## src/rtl/mem_port_arbiter.sv

```systemverilog
// mem_port_arbiter: shares one single-ported memory bus between instruction fetch and the data stage.
// Define MEM_ARB_FAIRNESS_EN to cap consecutive DM grants while IF waits (MAX_DM_BURST).
module mem_port_arbiter #(
  parameter int ADDR_W         = 32,
  parameter int DATA_W         = 32,
  parameter int TIMEOUT_CYCLES = 255,
  parameter int MAX_DM_BURST   = 4
) (
  input  logic                  clk_i,
  input  logic                  rst_n_i,

  input  logic                  if_req_i,
  input  logic [ADDR_W-1:0]     if_addr_i,
  output logic                  if_gnt_o,
  output logic                  if_rvalid_o,
  output logic [DATA_W-1:0]     if_rdata_o,
  output logic                  if_err_o,

  input  logic                  dm_req_i,
  input  logic                  dm_we_i,
  input  logic [DATA_W/8-1:0]   dm_be_i,
  input  logic [ADDR_W-1:0]     dm_addr_i,
  input  logic [DATA_W-1:0]     dm_wdata_i,
  output logic                  dm_gnt_o,
  output logic                  dm_rvalid_o,
  output logic [DATA_W-1:0]     dm_rdata_o,
  output logic                  dm_err_o,

  output logic                  bus_req_o,
  output logic                  bus_we_o,
  output logic [DATA_W/8-1:0]   bus_be_o,
  output logic [ADDR_W-1:0]     bus_addr_o,
  output logic [DATA_W-1:0]     bus_wdata_o,
  input  logic                  bus_gnt_i,
  input  logic                  bus_rvalid_i,
  input  logic [DATA_W-1:0]     bus_rdata_i,
  input  logic                  bus_err_i
);

  localparam int BE_W = DATA_W / 8;
  localparam int TO_W = (TIMEOUT_CYCLES > 0) ? $clog2(TIMEOUT_CYCLES + 1) : 1;
  localparam logic [TO_W-1:0] TO_MAX = TO_W'(TIMEOUT_CYCLES);

  // IDLE: nothing in flight | REQ: bus_req_o held until bus_gnt_i | RSP: awaiting bus_rvalid_i or timeout
  typedef enum logic [1:0] {
    IDLE = 2'd0,
    REQ  = 2'd1,
    RSP  = 2'd2
  } state_t;

  state_t            state_q, state_d;
  logic              run_q;
  logic              owner_dm_q;
  logic [TO_W-1:0]   to_cnt_q, to_cnt_inc;
  logic              any_req, arb_en, pick_dm, force_if;
  logic              rsp_done, rsp_timeout, rsp_any;

  logic              if_rvalid_q, dm_rvalid_q, if_err_q, dm_err_q;
  logic [DATA_W-1:0] if_rdata_q, dm_rdata_q;

  logic              bus_we_q;
  logic [BE_W-1:0]   bus_be_q;
  logic [ADDR_W-1:0] bus_addr_q;
  logic [DATA_W-1:0] bus_wdata_q;

  assign any_req    = if_req_i | dm_req_i;
  assign to_cnt_inc = to_cnt_q + TO_W'(1);
  assign pick_dm    = dm_req_i & ~force_if;
  assign rsp_any    = rsp_done | rsp_timeout;

  always_comb begin
    state_d     = state_q;
    arb_en      = 1'b0;
    rsp_done    = 1'b0;
    rsp_timeout = 1'b0;
    case (state_q)
      IDLE: begin
        // run_q keeps grants low through reset; waiting out a pending rvalid pulse keeps gnt and rvalid apart
        if (run_q && !if_rvalid_q && !dm_rvalid_q && any_req) begin
          arb_en  = 1'b1;
          state_d = REQ;
        end
      end
      REQ: begin
        if (bus_gnt_i) begin
          state_d = RSP;
        end
      end
      RSP: begin
        if (bus_rvalid_i) begin
          rsp_done = 1'b1;
          if (any_req) begin
            arb_en  = 1'b1;
            state_d = REQ;
          end else begin
            state_d = IDLE;
          end
        end else if ((TIMEOUT_CYCLES != 0) && (to_cnt_inc == TO_MAX)) begin
          rsp_timeout = 1'b1;
          state_d     = IDLE;
        end
      end
      default: state_d = IDLE;
    endcase
  end

  always_ff @(posedge clk_i or negedge rst_n_i) begin
    if (!rst_n_i) begin
      state_q     <= IDLE;
      run_q       <= 1'b0;
      owner_dm_q  <= 1'b0;
      to_cnt_q    <= '0;
      bus_we_q    <= 1'b0;
      bus_be_q    <= '0;
      bus_addr_q  <= '0;
      bus_wdata_q <= '0;
      if_rvalid_q <= 1'b0;
      dm_rvalid_q <= 1'b0;
      if_rdata_q  <= '0;
      dm_rdata_q  <= '0;
      if_err_q    <= 1'b0;
      dm_err_q    <= 1'b0;
    end else begin
      state_q  <= state_d;
      run_q    <= 1'b1;
      to_cnt_q <= ((state_q == RSP) && (state_d == RSP)) ? to_cnt_inc : '0;

      if (arb_en) begin
        owner_dm_q  <= pick_dm;
        bus_we_q    <= pick_dm & dm_we_i;
        bus_be_q    <= pick_dm ? dm_be_i : '1;
        bus_addr_q  <= pick_dm ? dm_addr_i : if_addr_i;
        bus_wdata_q <= pick_dm ? dm_wdata_i : '0;
      end

      // responses belong to the owner latched before this edge, even when re-arbitrating back-to-back
      if_rvalid_q <= rsp_any & ~owner_dm_q;
      dm_rvalid_q <= rsp_any & owner_dm_q;
      if (rsp_any && !owner_dm_q) begin
        if_rdata_q <= rsp_timeout ? '0 : bus_rdata_i;
        if_err_q   <= rsp_timeout | bus_err_i;
      end
      if (rsp_any && owner_dm_q) begin
        dm_rdata_q <= rsp_timeout ? '0 : bus_rdata_i;
        dm_err_q   <= rsp_timeout | bus_err_i;
      end
    end
  end

`ifdef MEM_ARB_FAIRNESS_EN
  localparam int BURST_W = (MAX_DM_BURST > 0) ? $clog2(MAX_DM_BURST + 1) : 1;
  localparam logic [BURST_W-1:0] BURST_MAX = BURST_W'(MAX_DM_BURST);

  logic [BURST_W-1:0] burst_q;

  assign force_if = if_req_i & (burst_q >= BURST_MAX);

  always_ff @(posedge clk_i or negedge rst_n_i) begin
    if (!rst_n_i) begin
      burst_q <= '0;
    end else if (!if_req_i || (arb_en && !pick_dm)) begin
      burst_q <= '0;
    end else if (arb_en && (burst_q != BURST_MAX)) begin
      burst_q <= burst_q + BURST_W'(1);
    end
  end
`else
  assign force_if = 1'b0;
`endif

  assign if_gnt_o    = arb_en & ~pick_dm;
  assign dm_gnt_o    = arb_en & pick_dm;
  assign bus_req_o   = (state_q == REQ);
  assign bus_we_o    = bus_we_q;
  assign bus_be_o    = bus_be_q;
  assign bus_addr_o  = bus_addr_q;
  assign bus_wdata_o = bus_wdata_q;
  assign if_rvalid_o = if_rvalid_q;
  assign if_rdata_o  = if_rdata_q;
  assign if_err_o    = if_err_q;
  assign dm_rvalid_o = dm_rvalid_q;
  assign dm_rdata_o  = dm_rdata_q;
  assign dm_err_o    = dm_err_q;

endmodule

```

## config.mk

```make
export PLATFORM = sky130hd
export DESIGN_NAME = mem_port_arbiter
export DESIGN_NICKNAME = d
export VERILOG_FILES = /design/src/rtl/mem_port_arbiter.sv
export SDC_FILE = /design/constraint.sdc
export NUM_CORES = 1
export LEC_CHECK = 0
export BUFFER_PORTS_ARGS = -buffer_cell sky130_fd_sc_hd__buf_4
export CAP_MARGIN = 20
export CORE_UTILIZATION = 50
export CTS_BUF_LIST = sky130_fd_sc_hd__clkbuf_4
export DETAILED_ROUTE_END_ITERATION = 10
export HOLD_SLACK_MARGIN = 0.12
export PLACE_DENSITY = 0.83
export SLEW_MARGIN = 5
export SYNTH_ARGS = -nofsm -noshare
export SYNTH_HDL_FRONTEND = slang
export SYNTH_SLANG_ARGS = --single-unit
export TNS_END_PERCENT = 10
```

## constraint.sdc

```tcl
create_clock -name clk_i -period 3.2 [get_ports clk_i]
set_clock_uncertainty 0.15 [all_clocks]
set_input_delay 0.64 -clock clk_i [delete_from_list [all_inputs] [get_ports clk_i]]
set_output_delay 0.64 -clock clk_i [all_outputs]
set_load 0.02 [all_outputs]
```

; ---- Word-level counts from Yosys, hierarchy flattened
; Cells that the tools add are included.
[totals]
out_inout_bits = 140
word_cells = 59
inputBits = 140
ff_bits = 149
[classes]
reduce_logical = 10
n_mux = 20
n_addsub = 1
bitwise = 10
eq_ne = 4
[op_table]
columns = op, n
row1 = $mux 32, 3
row2 = $mux 1, 9
row3 = $add 8x1->8 const B, 1
row4 = $eq 8x8->1 const B, 1
row5 = $mux 2, 4
row6 = $mux 8, 1
row7 = $logic_and 1x1->1, 6
row8 = $pmux 2 s3, 1
row9 = $and 1x1->1, 5
row10 = $eq 2x2->1 const B, 2
row11 = $mux 4, 1
row12 = $logic_not 1->1, 3
row13 = $or 1x1->1, 3
row14 = $eq 2x1->1 const B, 1
row15 = $logic_not 2->1, 1
row16 = $not 1->1, 2
row17 = $pmux 1 s2, 1

; ---- Depth between registers and ports, before layout
[depth]
depth_word = 9
mapped_depth = 9
ltp_nobuf = 6

; ---- Worst setup path before layout
; No wires, ideal clock.
[synth_timing]
path_type = input to output
startpoint = in bus_rvalid_i
endpoint = out dm_gnt_o
arrival_ns = 1.749
required_ns = 2.410
slack_ns = 0.661
n_path_buf = 3
stages = 7
path_cell_list = clkbuf_1 > nand2_1 > a21oi_4 > nand2_2 > inv_2 > buf_6 > buf_6
[synth_via]
elab_chain_cells = 3
[synth_lines]
columns = element, line
row1 = start: declaration, 35  ; input logic bus_rvalid_i,
row2 = $mux 1, 90  ; if (bus_rvalid_i) begin
row3 = $pmux 1 s2, 76  ; case (state_q)
row4 = $and 1x1->1, 172  ; assign dm_gnt_o = arb_en & pick_dm;
row5 = end: declaration, 24  ; output logic dm_gnt_o,
; Every way passes these cells.

; ---- Worst setup path after layout
[layout_timing]
startpoint = reg state_q[1]
endpoint = out if_gnt_o
[layout_via]
elab_chain_cells = 3
word_cells_on_any_way = 4
classes_between = 1 x eq/ne / 1 x mux / 1 x bitwise / 1 x reduce/logical
[layout_lines]
columns = element, line
row1 = start: declaration, 51  ; state_t state_q, state_d;
row2 = start signal: assignment, 124  ; state_q <= state_d;
row3 = $eq 2x2->1 or $logic_not 2->1 (tied branches), 76
row4 = $pmux 1 s2 (*), 76
row5 = $and 1x1->1 (*), 171  ; assign if_gnt_o = arb_en & ~pick_dm;
row6 = end: declaration, 14  ; output logic if_gnt_o,
; Every way passes the cells marked *; elsewhere a longest branch is shown, timed or not.

==> flow_summary.ini <==
[placement]
port_buffers = 279
dp_worst_setup_slack_ns = 0.654
dpl.cell_count = 1134
routabilityCongestion = 0.862
dp_hpwl_mm = 13.9

[timing]
finalCritPeriodShare = 0.922
grt_setup_unrepaired = no
relSlewSlack = 0.282
worst_pin_slew_ns = 1.08
setup_viol = 0
hold_viol = 0
setup_slack_ns = 0.249
fmax_ghz = 0.339
tns_ns = 0
fin_crit_ns = 2.95
final_max_slew_viol_count = 0

[clock_network]
cts.path.max_buffers = 2
htreeDepth = 4
cts_root_buf = clkbuf_4
cts_tree = yes
clk_latency_ns = 0.55
path_clk_slew_ns = 0.13
numClockSinks = 149
cts_made_buffers = 17

[synthesis]
ys.flop_type = dfrtp_1
async_flop_share = 1.00
yosys_warnings = 0
ys_ff_latch = 149
synth_nets = 869
synth.yosys.seq_area_share = 0.547
syn_inst = 727
synth.avg_cell_area_um2 = 9.37
ys_top_cells_by_area = dfrtp_1 55%, nand2_1 5.6%, a21oi_1 4.9%
ys_types = 40
synth.largest_area_cell = dfrtp_1
yosysTopAreaCellShare = 0.547
syn_area_mm2 = 0.00682
synth_enable_flop_cells = 0

[finish]
synthToLayoutAreaGrowth_pct = 39.4
fin_cells = 1190
nets = 1146
drive_gt1_frac = 0.330
nFillCells = 1019
utilization = 0.717

[min_path]
min_path_type = input port to flop

[critical_path]
endpoint_kind = output port
start_kind = flop
critPathMaxFanout = 8
crit_arrival_ns = 2.16
setup.worst_path.class = flop to output port
cp.required_ns = 2.41

[floorplanning]
core_mm2 = 0.0132
die_x_um = 119
rows = 42
ios = 280
dieArea_mm2 = 0.0141
fp.dieH_um = 119
start_util = 0.515

[pwr]
pwr-share-comb = 0.493
p_leak_nw = 4.33
p_per_area_mw_per_mm2 = 875
seqPwrFrac = 0.384
vdd_ir_drop_max_v = 0.000446
total_power_mw = 8.32
p_int_mw = 4.83
p_switching_mw = 3.49
switching_share = 0.420
clkPwrFrac = 0.123

[routing]
drt_wl_total_mm = 21.3
drc = 0
ant_nets = 0
vias = 6699
wl_per_cell_um = 17.9
initialDrtViolationCount = 717
vias_per_cell = 5.63
drt-pass1-iter-count = 5

[grt]
grt_pass1_vias = 5958
grt_start_max_net_pins = 67
grt_pass1_wl_mm = 32.3
antenna_found_initial = 1
grt_usage = 0.296
gr-total-overflow = 0

[outcome]
status = finished clean

[job]
max-cap-violations = 0
through the flow:
stage                     cell area [um2]  hold slack [ns]
after floorplan                      6820            0.194
after global placement               9010            0.334
after detailed placement             9010            0.332
after CTS                            9340            0.120
after global routing                 9500            0.109
final                                9500            0.148
worst max-delay path: stages (launching register included):
cell	delay (ns)
dfrtp_1	0.46
or4b_4	0.58
a21oi_4	0.18
nand2_1	0.12
nor2_1	0.11
buf_4	0.16
Yosys cell counts, drive strengths merged, types with 2 or more instances:
library cell and number:
nand2b 2, xnor2 4, a21o 2, ha 2, o31a 2, nand2 103
o21ai 98, nor4 5, nor3 4, a22o 33, o22a 4, a31oi 33
dfrtp 149, inv 5, nand3 3, buf 14, nor2b 34, clkbuf 48
o21a 2, a22oi 32, nor2 69, a21oi 68
registers in the layout (all words and copies together) (netlist names), 2 cells and up:
| name | flops |
|---|---|
| bus_addr_o | 32 |
| bus_be_o | 4 |
| bus_wdata_o | 32 |
| dm_rdata_o | 32 |
| if_rdata_o | 32 |
| state_q | 2 |
| to_cnt_q | 8 |
final cells by class:
cell class              instances  area, um2  area share
clock inverters                 8       63.8     0.00672
clock buffers                  20        150      0.0158
multi-input cells             511       2800       0.295
flip-flops and latches        149       3730       0.393
repair buffers                320       2510       0.264
well taps                     176        220      0.0232
inverters                       5       18.8     0.00198
diodes                          1       2.50    0.000263
cell families after synthesis:
group / synth area share
compound gates: 0.255
simple gates: 0.143
flops: 0.547
buf+inv: 0.0424
xor+xnor: 0.00643
fa+ha+maj: 0.00367
other cells: 0.000550
mux: 0.00147
power by group through the flow:
stage / registers, mW / clock network, mW / logic (mW)
3_3_place_gp: 3.17 / 0 / 3.94
3_5_place_dp: 3.18 / 0 / 4.05
6_report: 3.19 / 1.02 / 4.10
5_1_grt: 3.27 / 1.12 / 4.38
4_1_cts: 3.16 / 1.03 / 4.06
2_1_floorplan: 3.92 / 0 / 1.57
placed cells by master (no fill, tap or decap), types with 24 or more instances in the layout:
cell type,instances
nand2_1,102
o21ai_0,50
a22o_1,33
a31oi_1,33
a22oi_1,24
o21ai_1,47
a21oi_1,67
nor2_1,69
nor2b_1,34
buf_4,289
dfrtp_1,149
dlygate4sd3_1,27
worst paths after layout:
kind                                   end       startpoint  slack (ns)  cells past startpoint
setup / recovery                  if_gnt_o       state_q[1]        0.25                      5
hold / removal             bus_wdata_o[12]   dm_wdata_i[12]        0.15                      2
setup reg to reg            bus_addr_o[20]       state_q[1]        0.61                      7
hold reg to reg            bus_wdata_o[30]  bus_wdata_o[30]        0.36                      1
max in group asynchronous   dm_rdata_o[31]          rst_n_i        1.69                      3
min in group asynchronous   bus_wdata_o[7]          rst_n_i        0.46                      2
routing by layer:
| metal | vias to the layer above | GRT usage | part of all wire |
|---|---|---|---|
| li1 | 3117 | - | - |
| met1 | 3177 | 0.389 | 0.40 |
| met2 | 366 | 0.459 | 0.48 |
| met3 | 39 | 0.0917 | 0.089 |
| met4 | 0 | 0.116 | 0.027 |
| met5 | - | 0 | 0 |
repair_timing:
item / in CTS / in global routing
hold buffers: 11 / 16
gates resized for setup: 0 / 0
buffers inserted: 0 / 0
hold endpoints to repair: 71 / 16
Note: power is estimated with default switching activity, not from simulation.
